$ cat src/rtl/trace_player.sv
// Trace-driven stimulus generator for the vPIFO tree: prefetches trace ROM
// records into a 2-entry FIFO and issues push/pop ops over valid/ready.
module trace_player #(
    parameter int PTW       = 16,
    parameter int MTW       = 16,
    parameter int TREE_NUM  = 4,
    parameter int IDLECYCLE = 1024,
    parameter int ROM_SIZE  = 8,
    parameter int LOOP_W    = 8,
    parameter int CNT_W     = 32,
    localparam int TREE_NUM_BITS   = $clog2(TREE_NUM),
    localparam int IDLECYCLE_BITS  = $clog2(IDLECYCLE),
    localparam int ROM_WIDTH       = $clog2(ROM_SIZE),
    localparam int PD_W            = MTW + PTW,
    localparam int REC_W           = PTW + TREE_NUM_BITS + PD_W,
    localparam int TRACE_DATA_BITS =
        ((IDLECYCLE_BITS > REC_W) ? IDLECYCLE_BITS : REC_W) + 2
) (
    input  logic                       i_clk,
    input  logic                       i_rst,
    input  logic                       i_start,
    input  logic [LOOP_W-1:0]          i_loop_count,
    output logic                       o_read,
    output logic [ROM_WIDTH-1:0]       o_read_addr,
    input  logic [TRACE_DATA_BITS-1:0] i_trace_data,
    output logic                       o_valid,
    input  logic                       i_ready,
    output logic                       o_push,
    output logic [PTW-1:0]             o_push_priority,
    output logic [TREE_NUM_BITS-1:0]   o_push_tree_id,
    output logic [PD_W-1:0]            o_push_data,
    output logic                       o_pop,
    output logic [TREE_NUM_BITS-1:0]   o_pop_tree_id,
    output logic                       o_busy,
    output logic                       o_finish,
    output logic [CNT_W-1:0]           o_push_cnt,
    output logic [CNT_W-1:0]           o_pop_cnt
);

    typedef enum logic [1:0] {S_IDLE, S_RUN, S_DRAIN} state_e;

    localparam logic [1:0] T_IDLE = 2'b00;
    localparam int TR_LO = PD_W;
    localparam int PR_LO = PD_W + TREE_NUM_BITS;
    localparam int TY_LO = TRACE_DATA_BITS - 2;

    state_e                     state_q;
    logic [LOOP_W-1:0]          loops_q;
    logic [ROM_WIDTH-1:0]       addr_q;
    logic                       inflight_q;
    logic                       stop_q;
    logic                       addr_done_q;
    logic [TRACE_DATA_BITS-1:0] mem_q [2];
    logic                       wp_q;
    logic                       rp_q;
    logic [1:0]                 occ_q;
    logic [1:0]                 occ_d;
    logic [IDLECYCLE_BITS-1:0]  idle_q;
    logic                       finish_q;
    logic [CNT_W-1:0]           push_cnt_q;
    logic [CNT_W-1:0]           pop_cnt_q;

    logic [TRACE_DATA_BITS-1:0] head;
    logic [1:0]                 htype;
    logic                       run;
    logic                       head_ok;
    logic                       is_op;
    logic                       fire;
    logic                       consume;
    logic                       end_head;
    logic                       capture;
    logic                       is_end;
    logic                       wr;
    logic                       rd;
    logic [2:0]                 fill;

    always_comb begin
        head     = mem_q[rp_q];
        htype    = head[TY_LO +: 2];
        run      = (state_q == S_RUN);
        head_ok  = run && (occ_q != 2'd0) && (idle_q == '0);
        is_op    = head_ok && (htype != T_IDLE);
        fire     = is_op && i_ready;
        consume  = fire || (head_ok && (htype == T_IDLE));
        // END reaches the head once the FIFO drains behind a stop condition
        end_head = run && (occ_q == 2'd0) && (idle_q == '0) &&
                   (stop_q || (addr_done_q && !inflight_q));
        capture  = run && inflight_q && !stop_q;
        is_end   = capture && (i_trace_data[TY_LO +: 2] == T_IDLE) &&
                   (&i_trace_data[IDLECYCLE_BITS-1:0]);
        wr       = capture && !is_end;
        fill     = 3'(occ_q) + 3'(inflight_q) - 3'(consume);
        rd       = run && !stop_q && !addr_done_q && (fill < 3'd2);
        occ_d    = occ_q + {1'b0, wr} - {1'b0, consume};
    end

    always_comb begin
        o_read          = rd;
        o_read_addr     = addr_q;
        o_valid         = is_op;
        o_push          = is_op && htype[0];
        o_pop           = is_op && htype[1];
        o_push_priority = o_push ? head[PR_LO +: PTW] : '1;
        o_push_tree_id  = o_push ? head[TR_LO +: TREE_NUM_BITS] : '0;
        o_push_data     = o_push ? head[PD_W-1:0] : '1;
        o_pop_tree_id   = o_pop ? head[TR_LO +: TREE_NUM_BITS] : '0;
        o_busy          = (state_q != S_IDLE);
        o_finish        = finish_q;
        o_push_cnt      = push_cnt_q;
        o_pop_cnt       = pop_cnt_q;
    end

    always_ff @(posedge i_clk) begin
        if (i_rst) begin
            state_q     <= S_IDLE;
            loops_q     <= '0;
            addr_q      <= '0;
            inflight_q  <= 1'b0;
            stop_q      <= 1'b0;
            addr_done_q <= 1'b0;
            wp_q        <= 1'b0;
            rp_q        <= 1'b0;
            occ_q       <= 2'd0;
            idle_q      <= '0;
            finish_q    <= 1'b0;
            push_cnt_q  <= '0;
            pop_cnt_q   <= '0;
        end else begin
            finish_q   <= 1'b0;
            inflight_q <= rd;
            unique case (state_q)
                S_IDLE: begin
                    if (i_start) begin
                        state_q     <= S_RUN;
                        loops_q     <= i_loop_count;
                        addr_q      <= '0;
                        stop_q      <= 1'b0;
                        addr_done_q <= 1'b0;
                        wp_q        <= 1'b0;
                        rp_q        <= 1'b0;
                        occ_q       <= 2'd0;
                        idle_q      <= '0;
                        push_cnt_q  <= '0;
                        pop_cnt_q   <= '0;
                    end
                end
                S_RUN: begin
                    if (rd) begin
                        addr_q <= addr_q + 1'b1;
                        if (addr_q == ROM_WIDTH'(ROM_SIZE - 1))
                            addr_done_q <= 1'b1;
                    end
                    if (wr) begin
                        mem_q[wp_q] <= i_trace_data;
                        wp_q        <= ~wp_q;
                    end
                    if (is_end)
                        stop_q <= 1'b1;
                    if (consume)
                        rp_q <= ~rp_q;
                    occ_q <= occ_d;
                    if (consume && (htype == T_IDLE))
                        idle_q <= head[IDLECYCLE_BITS-1:0];
                    else if (idle_q != '0)
                        idle_q <= idle_q - 1'b1;
                    if (fire && htype[0] && !(&push_cnt_q))
                        push_cnt_q <= push_cnt_q + 1'b1;
                    if (fire && htype[1] && !(&pop_cnt_q))
                        pop_cnt_q <= pop_cnt_q + 1'b1;
                    if (end_head) begin
                        if (loops_q != '0) begin
                            loops_q     <= loops_q - 1'b1;
                            addr_q      <= '0;
                            stop_q      <= 1'b0;
                            addr_done_q <= 1'b0;
                        end else begin
                            state_q  <= S_DRAIN;
                            finish_q <= 1'b1;
                        end
                    end
                end
                S_DRAIN: state_q <= S_IDLE;
                default: state_q <= S_IDLE;
            endcase
        end
    end

endmodule
$ cat config.mk
export PLATFORM = sky130hd
export DESIGN_NAME = trace_player
export DESIGN_NICKNAME = d
export VERILOG_FILES = /design/src/rtl/trace_player.sv
export SDC_FILE = /design/constraint.sdc
export NUM_CORES = 1
export LEC_CHECK = 0
export CAP_MARGIN = 20
export CORE_MARGIN = 1
export CORE_UTILIZATION = 35
export CTS_CLUSTER_DIAMETER = 120
export DETAILED_ROUTE_END_ITERATION = 8
export GPL_ROUTABILITY_DRIVEN = 0
export SLEW_MARGIN = 20
export SYNTH_ARGS = -nofsm -noshare
export SYNTH_HDL_FRONTEND = slang
export SYNTH_SLANG_ARGS = --single-unit
$ cat constraint.sdc
create_clock -name i_clk -period 10.6 [get_ports i_clk]
set_input_delay 2.12 -clock i_clk [delete_from_list [all_inputs] [get_ports i_clk]]
set_output_delay 2.12 -clock i_clk [all_outputs]
set_load 0.01 [all_outputs]
After elaboration in Yosys (flattened, before gate mapping)
Memory sizes are Yosys's and may differ from the RTL's. A register that Yosys moved wholly into a read port is not among the register bits.
Cells that the tools add are included.
Operators by class
  $add $sub $neg: 9
  order comparisons: 1
  eq/ne operators: 11
  multiplexer cells: 49
  bitwise logic cells: 4
  reduce and logical (&&, ||, !) cells: 55
Operators by type and width (number)
  $mux W32: 4
  $pmux W32 S2: 2
  $add A32 B1 Y32 const B: 2
  $reduce_and A32 Y1: 2
  $mux W10: 3
  $logic_and A1 B1 Y1: 24
  $mux W8: 3
  $pmux W10 S2: 1
  $reduce_and A3 Y1: 6
  $mux W1: 17
  $mux W16: 1
  $pmux W8 S2: 1
  $mux W2: 6
  $mux W3: 4
  $ne A2 B1 Y1 const B: 6
  $logic_not A10 Y1: 1
  $reduce_and A10 Y1: 1
  $reduce_bool A10 Y1: 1
  $sub A10 B1 Y10 const B: 1
  $logic_not A2 Y1: 4
  $pmux W1 S2: 4
  $pmux W2 S2: 2
  $reduce_bool A2 Y1: 4
  $reduce_bool A8 Y1: 1
  other kinds (18): 28
Storage, ports and cells
  bits in registers: 95
  bits in writable memories: 104
  bits of input ports: 64
  word-level logic and storage cells: 143
  memories kept: 1
Memories
  mem_q: depth 2, width 52, rd ports 1, clocked after memory_dff 1, write ports 1, line 53  | logic [TRACE_DATA_BITS-1:0] mem_q [2];

Longest topological paths before layout
Gate-level depths: netlist of the first run.
  word-level depth: 13
  gate-level depth with buffers: 13

Least setup slack after synthesis of the first run
No wires, ideal clock.
  path kind: input to register
  from: input i_trace_data[50]
  to: memory mem_q[1][0] (netlist bit), enable pin
  setup time: 0.537 ns
  arrival: 6.488 ns
  required time: 10.063 ns
  path slack: 3.575 ns
  stages: 5
  path buffers: 1
  cells stage by stage: nand4b_1 -> nor4_1 -> or2_2 -> clkbuf_1 -> nor3b_1
On the way
  longest elaborated chain between the ends: 9
Ends and longest elaborated chain
  start: declaration: line 25  | input logic [TRACE_DATA_BITS-1:0] i_trace_data,
  $logic_not A2 Y1: line 89  | is_end = capture && (i_trace_data[TY_LO +: 2] == T_IDLE) &&
  $logic_and A1 B1 Y1 (2 in series): line 89
  $logic_not A1 Y1: line 91  | wr = capture && !is_end;
  $logic_and A1 B1 Y1: line 91
  $mux W1: line 153  | if (wr) begin
  $mux W1: line 131  | unique case (state_q)
  $mux W1: line 114  | if (i_rst) begin
  $mux W1 (implied by the code): line 154  | mem_q[wp_q] <= i_trace_data;
  end: declaration: line 53
No other way between the ends.

Final worst setup path of the first run
  from: input i_ready
  to: output o_read
On the way
  longest elaborated chain between the ends: 5
Ends and longest elaborated chain
  start: declaration: line 27  | input logic i_ready,
  $logic_and A1 B1 Y1: line 83  | fire = is_op && i_ready;
  $logic_or A1 B1 Y1: line 84  | consume = fire || (head_ok && (htype == T_IDLE));
  $sub A3 B1 Y3: line 92  | fill = 3'(occ_q) + 3'(inflight_q) - 3'(consume);
  $lt A3 B2 Y1: line 93  | rd = run && !stop_q && !addr_done_q && (fill < 3'd2);
  $logic_and A1 B1 Y1: line 93
  end: declaration: line 23  | output logic o_read,
No other way between the ends.

==> results of run 1 <==
[power breakdown]
part	switching [uW]	total, uW	internal, uW
clock network	327	671	344
registers	28.9	871	843
logic	191	320	130
total	546	1860	1320
[routing by layer]
layer	wire (microns)	share of wire [%]	up-vias	track usage, %
li1	-	-	3435	-
met1	9770	45	3323	21.8
met2	10800	49	128	28.6
met3	1040	4.7	19	4.06
met4	332	1.5	0	5.57
met5	0	0	-	0
[worst max-delay path, stage by stage]
cell and delay, ps:
clkdlybuf4s50_1 470, nor2_1 190, nor2_1 80, ha_1 280, nand2b_1 160, fa_1 380
xnor2_1 140, nand3b_1 90, nor3_1 480, clkdlybuf4s50_1 650
[state kept, by name, indices dropped and copies added, names as in the netlist, 2 cells and up, named ones only]
signal       cells
mem_q          104
o_pop_cnt       32
o_push_cnt      32
idle_q          10
loops_q          8
o_read_addr      3
occ_q            2
state_q          2
[cell families (layout without fill, tap and decap cells)]
family / after synthesis / count (layout) / share of synthesized area, %
and+or+nand+nor: 389 / 389 / 21.8
DFF: 200 / 200 / 56.6
AOI/OAI and AO/OA: 94 / 94 / 6.37
buffers and inverters: 46 / 238 / 2.02
muxes: 54 / 54 / 6.09
xor gates and xnor gates: 55 / 55 / 5.40
adders and majority gates: 12 / 12 / 1.77
[area by class of cell]
type	instances	area (sq um)
clock inverters	15	183
repair buffers	195	1930
well taps	330	413
clock buffers	17	425
flip-flops and latches	200	5050
multi-input cells	604	3710
inverters	11	41.3
fillers	2398	13400
[placed cells by master, fill, tap and decap left out, types with 5 or more instances in the layout]
cell type        netlist  routed
a21oi_1               35      35
and2_1                 6       6
and3_1                17      17
buf_4                  0       7
clkbuf_16              0      17
clkdlybuf4s50_1        0     188
dfxtp_1               96      95
edfxtp_1             104     104
ha_1                  11      11
inv_1                 10      10
inv_8                  0       5
mux2i_1               52      52
nand2_1              104     103
nand2b_1               7       7
nand3_1               33      33
nand3b_1               5       5
nand4_1               39      39
nor2_1                99      99
nor2b_1                8       7
nor3_1                24      23
o21ai_0               29      29
or3_1                 15      15
xnor2_1               11      11
xor2_1                44      44
[worst max path at each step]
stage | start | endpoint | slack (ps) | cells past startpoint
after floorplan | i_trace_data[50] | mem_q[1][0] | 3570 | 5
after global placement | i_ready | o_read | 3440 | 10
after detailed placement | i_ready | o_read | 3430 | 10
after CTS | i_ready | o_read | 3420 | 10
after global routing | i_ready | o_read | 3200 | 10
final | i_ready | o_read | 3420 | 10
[metrics by stage]
stage	std cells	total power (uW)	setup slack, ps	hold WS [ps]
2_1_floorplan	850	1100	3570	441
3_3_place_gp	1340	1210	3440	460
3_5_place_dp	1340	1210	3430	465
4_1_cts	1372	1880	3420	476
5_1_grt	1372	1950	3200	500
6_report	1372	1860	3420	476
==> reports/results.txt, run 1 <==
DRT antenna net count - 0
DR iter-0 viols - 325
Vias - 6905
Number of global-route vias before repair - 6655
Worst Path Required - 8480 ps
Cell area after placement - 11100 sq um
Die X - 162 microns
Total gr overflow - 0
Hold_buf cts - 0
First-pass GRT wire length - 35300 microns
Setup crit end kind - output port
Routed WL - 21900 microns
Power density over cell area - 158 nW/um^2
Area contributors post-synth - edfxtp_1, dfxtp_1, mux2i_1
Top FF cell, synth - edfxtp_1
Status - completed
Core box area - 25100 sq um
Port Buffers - 188
Slew Limit Headroom - 35.3%
H-tree levels - 4
Avg WL per Cell - 16.0 microns
Clk buf depth - 2
Worst Path Arrival - 5060 ps
Largest net degree at the start of global routing - 65
Die Footprint - 26100 sq um
RSZ-0062 raised after global routing - no
Hold WC Path Type - flip-flop to flip-flop
CTS Root Cell - clkbuf_16
Number of cells produced by synthesis - 850
Worst Hold End - loops_q[1]
Hold path start - loops_q[1]
Hold path depth - 2
Clock latency on the worst-skew pair - 440 ps
Post-layout util - 46.8%
Endpoints failing setup - 0
Leak Pwr - 0.00383 uW
Row Count - 58
Distinct cells, synth - 62
Final Hold Vio Count - 0
Synth warn - 0
Avg Inst Size Synth - 10.5 sq um
Setup Skew - 17.7 ps
Async set-reset flop share out of synthesis - 0%
Worst flop-to-flop path endpoint - o_read_addr[2]
Max Freq - 0.139 GHz
All-Layer GR Usage - 17.1%
R2R cell count - 12
CP max FO - 5
Post-synth top area share - 35.0%
Clock-pin slew on the worst setup and hold paths - 80 ps
Layout area overhead - 31.9%
Synth area leader - edfxtp_1
Post-synth EDFFs - 104
CP Class - input port to output port
Post-synth top cells - edfxtp_1, nand2_1, nor2_1, dfxtp_1, mux2i_1
N_diodes - 0
Syn_nets - 926
Routed vias/inst - 5.03
Register area share after synthesis - 56.6%
Gates resized, CTS repair - 0
CTS tree - yes
Postcts setup bufs - 0
Design area - 11800 sq um
Mapped Area - 8910 sq um
Initial antenna violation count - 0
Shortest period the worst path allows - 7180 ps
Slew Limit Fails - 0
Initial core utilization - 35.5%
CP Launch Type - input port
Drc violations - 0
Sink Count - 200
Share of layout cells above drive strength 1 - 5.47%
Worst vdd ir - 0.0000872 V
I/O pins - 189
Setup TNS - 0 ps
Fin crit share - 67.7%
Cts bufs inserted - 17
Register-to-register setup slack - 6760 ps
Max Cap Viol - 0
Dpl hpwl - 14800 microns
Die H - 162 microns
TritonRoute pass-1 iters - 5
Worst-Margin Slew - 970 ps
Fin nets - 1105
FF+latch count, synth - 200
No activity file was read; power rests on OpenSTA's default activity.
==> run 2, diff against run 1 <==
==> constraint.sdc (replaced) <==
create_clock -name i_clk -period 7.3 [get_ports i_clk]
set_input_delay 1.46 -clock i_clk [delete_from_list [all_inputs] [get_ports i_clk]]
set_output_delay 1.46 -clock i_clk [all_outputs]
set_load 0.01 [all_outputs]
==> reports/results.txt, run 2 (synthesis results as in run 1) <==
Clock latency on the worst-skew pair - 430 ps (about the same)
CP Launch Type - input port
Gates resized, CTS repair - 0 (unchanged)
RSZ-0062 raised after global routing - no
Number of global-route vias before repair - 6577 (-1.2%)
Shortest period the worst path allows - 5910 ps
Initial antenna violation count - 0 (unchanged)
Fin nets - 1106 (+0.090%)
Leak Pwr - 0.00383 uW (-0.13%)
Max reg flops - 104 (unchanged)
Dpl hpwl - 14900 microns (+0.56%)
Grt peak-use layer - met2
Fillers - 2370 (-1.2%)
Net Sw Frac - 29.2% (-0.10 points)
Postcts setup bufs - 0 (unchanged)
Non-Filler Instances - 1373 (+0.073%)
CP Class - input port to output port
Fin crit share - 80.9%
Worst Path Arrival - 4450 ps (-610 ps)
Worst Path Required - 5840 ps (-2640 ps)
Hold_buf cts - 0 (unchanged)
Sink Count - 200 (unchanged)
Setup Skew - 19.2 ps (+1.51 ps)
CTS tree - yes
Avg WL per Cell - 16.0 microns (about the same)
Internal power - 1900 uW (+45%)
Cts bufs inserted - 17 (unchanged)
Routed vias/inst - 5.06 (+0.52%)
Largest net degree at the start of global routing - 65 (unchanged)
Port Buffers - 188 (unchanged)
Most flop-heavy register - mem_q
Net Switching - 787 uW (+44%)
Max Cap Viol - 0 (unchanged)
N_diodes - 0 (unchanged)
Drc violations - 0 (unchanged)
GRT met3 Usage - 4.26% (+0.21 points)
Core box area - 25100 sq um (unchanged)
Die Footprint - 26100 sq um (unchanged)
Power density over cell area - 229 nW/um^2 (+45%)
Setup TNS - 0 ps (unchanged)
Endpoints failing setup - 0 (unchanged)
DRT antenna net count - 0 (unchanged)
Vias - 6946 (+0.59%)
CTS Root Cell - clkbuf_16
All-Layer GR Usage - 16.9% (-0.22 points)
Placed cells - 1341 (+0.075%)
Max Freq - 0.169 GHz
Clk pwr share - 35.6% (-0.4 points)
Clock-pin slew on the worst setup and hold paths - 80 ps (about the same)
Final Hold Vio Count - 0 (unchanged)
H-tree levels - 4 (unchanged)
Hold WC Path Type - flip-flop to flip-flop
GR Util met2 - 28.4% (-0.22 points)
Power Total - 2690 uW (+45%)
First-pass GRT wire length - 34800 microns (-1.5%)
DR iter-0 viols - 429 (+32%)
Routed WL - 21900 microns (about the same)
Combinational power share - 17.3% (about the same)
TritonRoute pass-1 iters - 5 (unchanged)
Commonest cells after routing, fill and taps aside - clkdlybuf4s50_1, edfxtp_1, nand2_1, nor2_1, dfxtp_1
Die H - 162 microns (unchanged)
Seq pwr share - 47.0% (+0.2 points)
Total gr overflow - 0 (unchanged)
Setup crit end kind - output port
Post-layout util - 46.8% (unchanged)
Leading cell type in the layout, fill and taps excluded - clkdlybuf4s50_1
Layout area overhead - 31.9% (unchanged)
Worst-Margin Slew - 943 ps (-27.8 ps)
Die X - 162 microns (unchanged)
Initial core utilization - 35.5% (unchanged)
Share of layout cells above drive strength 1 - 5.66% (+0.19 points)
Slew Limit Headroom - 37.0% (+1.7 points)
CP max FO - 5 (unchanged)
Clk buf depth - 2 (unchanged)
Met1 Usage GRT - 21.5% (-0.35 points)
Row Count - 58 (unchanged)
Worst vdd ir - 0.000135 V (+55%)
I/O pins - 189 (unchanged)
Slew Limit Fails - 0 (unchanged)
Status - completed
## run 2: area by class of cell
class / count / area (sq um) / area share, %
flip-flops and latches: 200 / 5050 / 42.9
multi-input cells: 604 / 3710 / 31.6
repair buffers: 196 / 1940 / 16.5
clock buffers: 17 / 425 / 3.62
well taps: 330 / 413 / 3.51
clock inverters: 15 / 175 / 1.49
inverters: 11 / 41.3 / 0.351
## run 2: critical path, stage by stage
cell	delay (ps)
clkdlybuf4s50_1	480
nor2_1	190
nor2_1	80
ha_1	290
nand2b_1	150
fa_1	380
xnor2_1	140
nand3b_1	90
nor3_1	520
clkdlybuf4s50_1	660
## run 2: path summary, 6_finish.rpt
| check | startpoint | cells after the start | slack (ps) | to |
|---|---|---|---|---|
| setup / recovery | i_ready | 10 | 1390 | o_read |
| hold / removal | loops_q[1] | 2 | 470 | loops_q[1] |
| setup reg to reg | state_q[1] | 13 | 3470 | o_read_addr[2] |
| hold reg to reg | loops_q[1] | 2 | 470 | loops_q[1] |
## run 2: layer usage
metal  wire length [microns]  vias up
met5                       0        -
met4                     259        0
met3                    1140       16
met2                   10800      159
met1                    9690     3337
li1                        -     3434
## run 2: power by group through the flow
stage	logic, uW	registers (uW)	clock network, uW
floorplan	321	1280	0
global placement	462	1290	0
detailed placement	465	1290	0
global route	523	1270	1030
CTS	468	1260	986
finish	467	1270	958
## run 2: per-stage QoR
step                      setup WS [ps]  hold WS (ps)  area, sq um
after CTS                          1400           469        11800
final                              1390           469        11800
after global routing               1230           479        11800
after global placement             1490           461        11200
after floorplan                     935           441         8910
after detailed placement           1430           457        11200
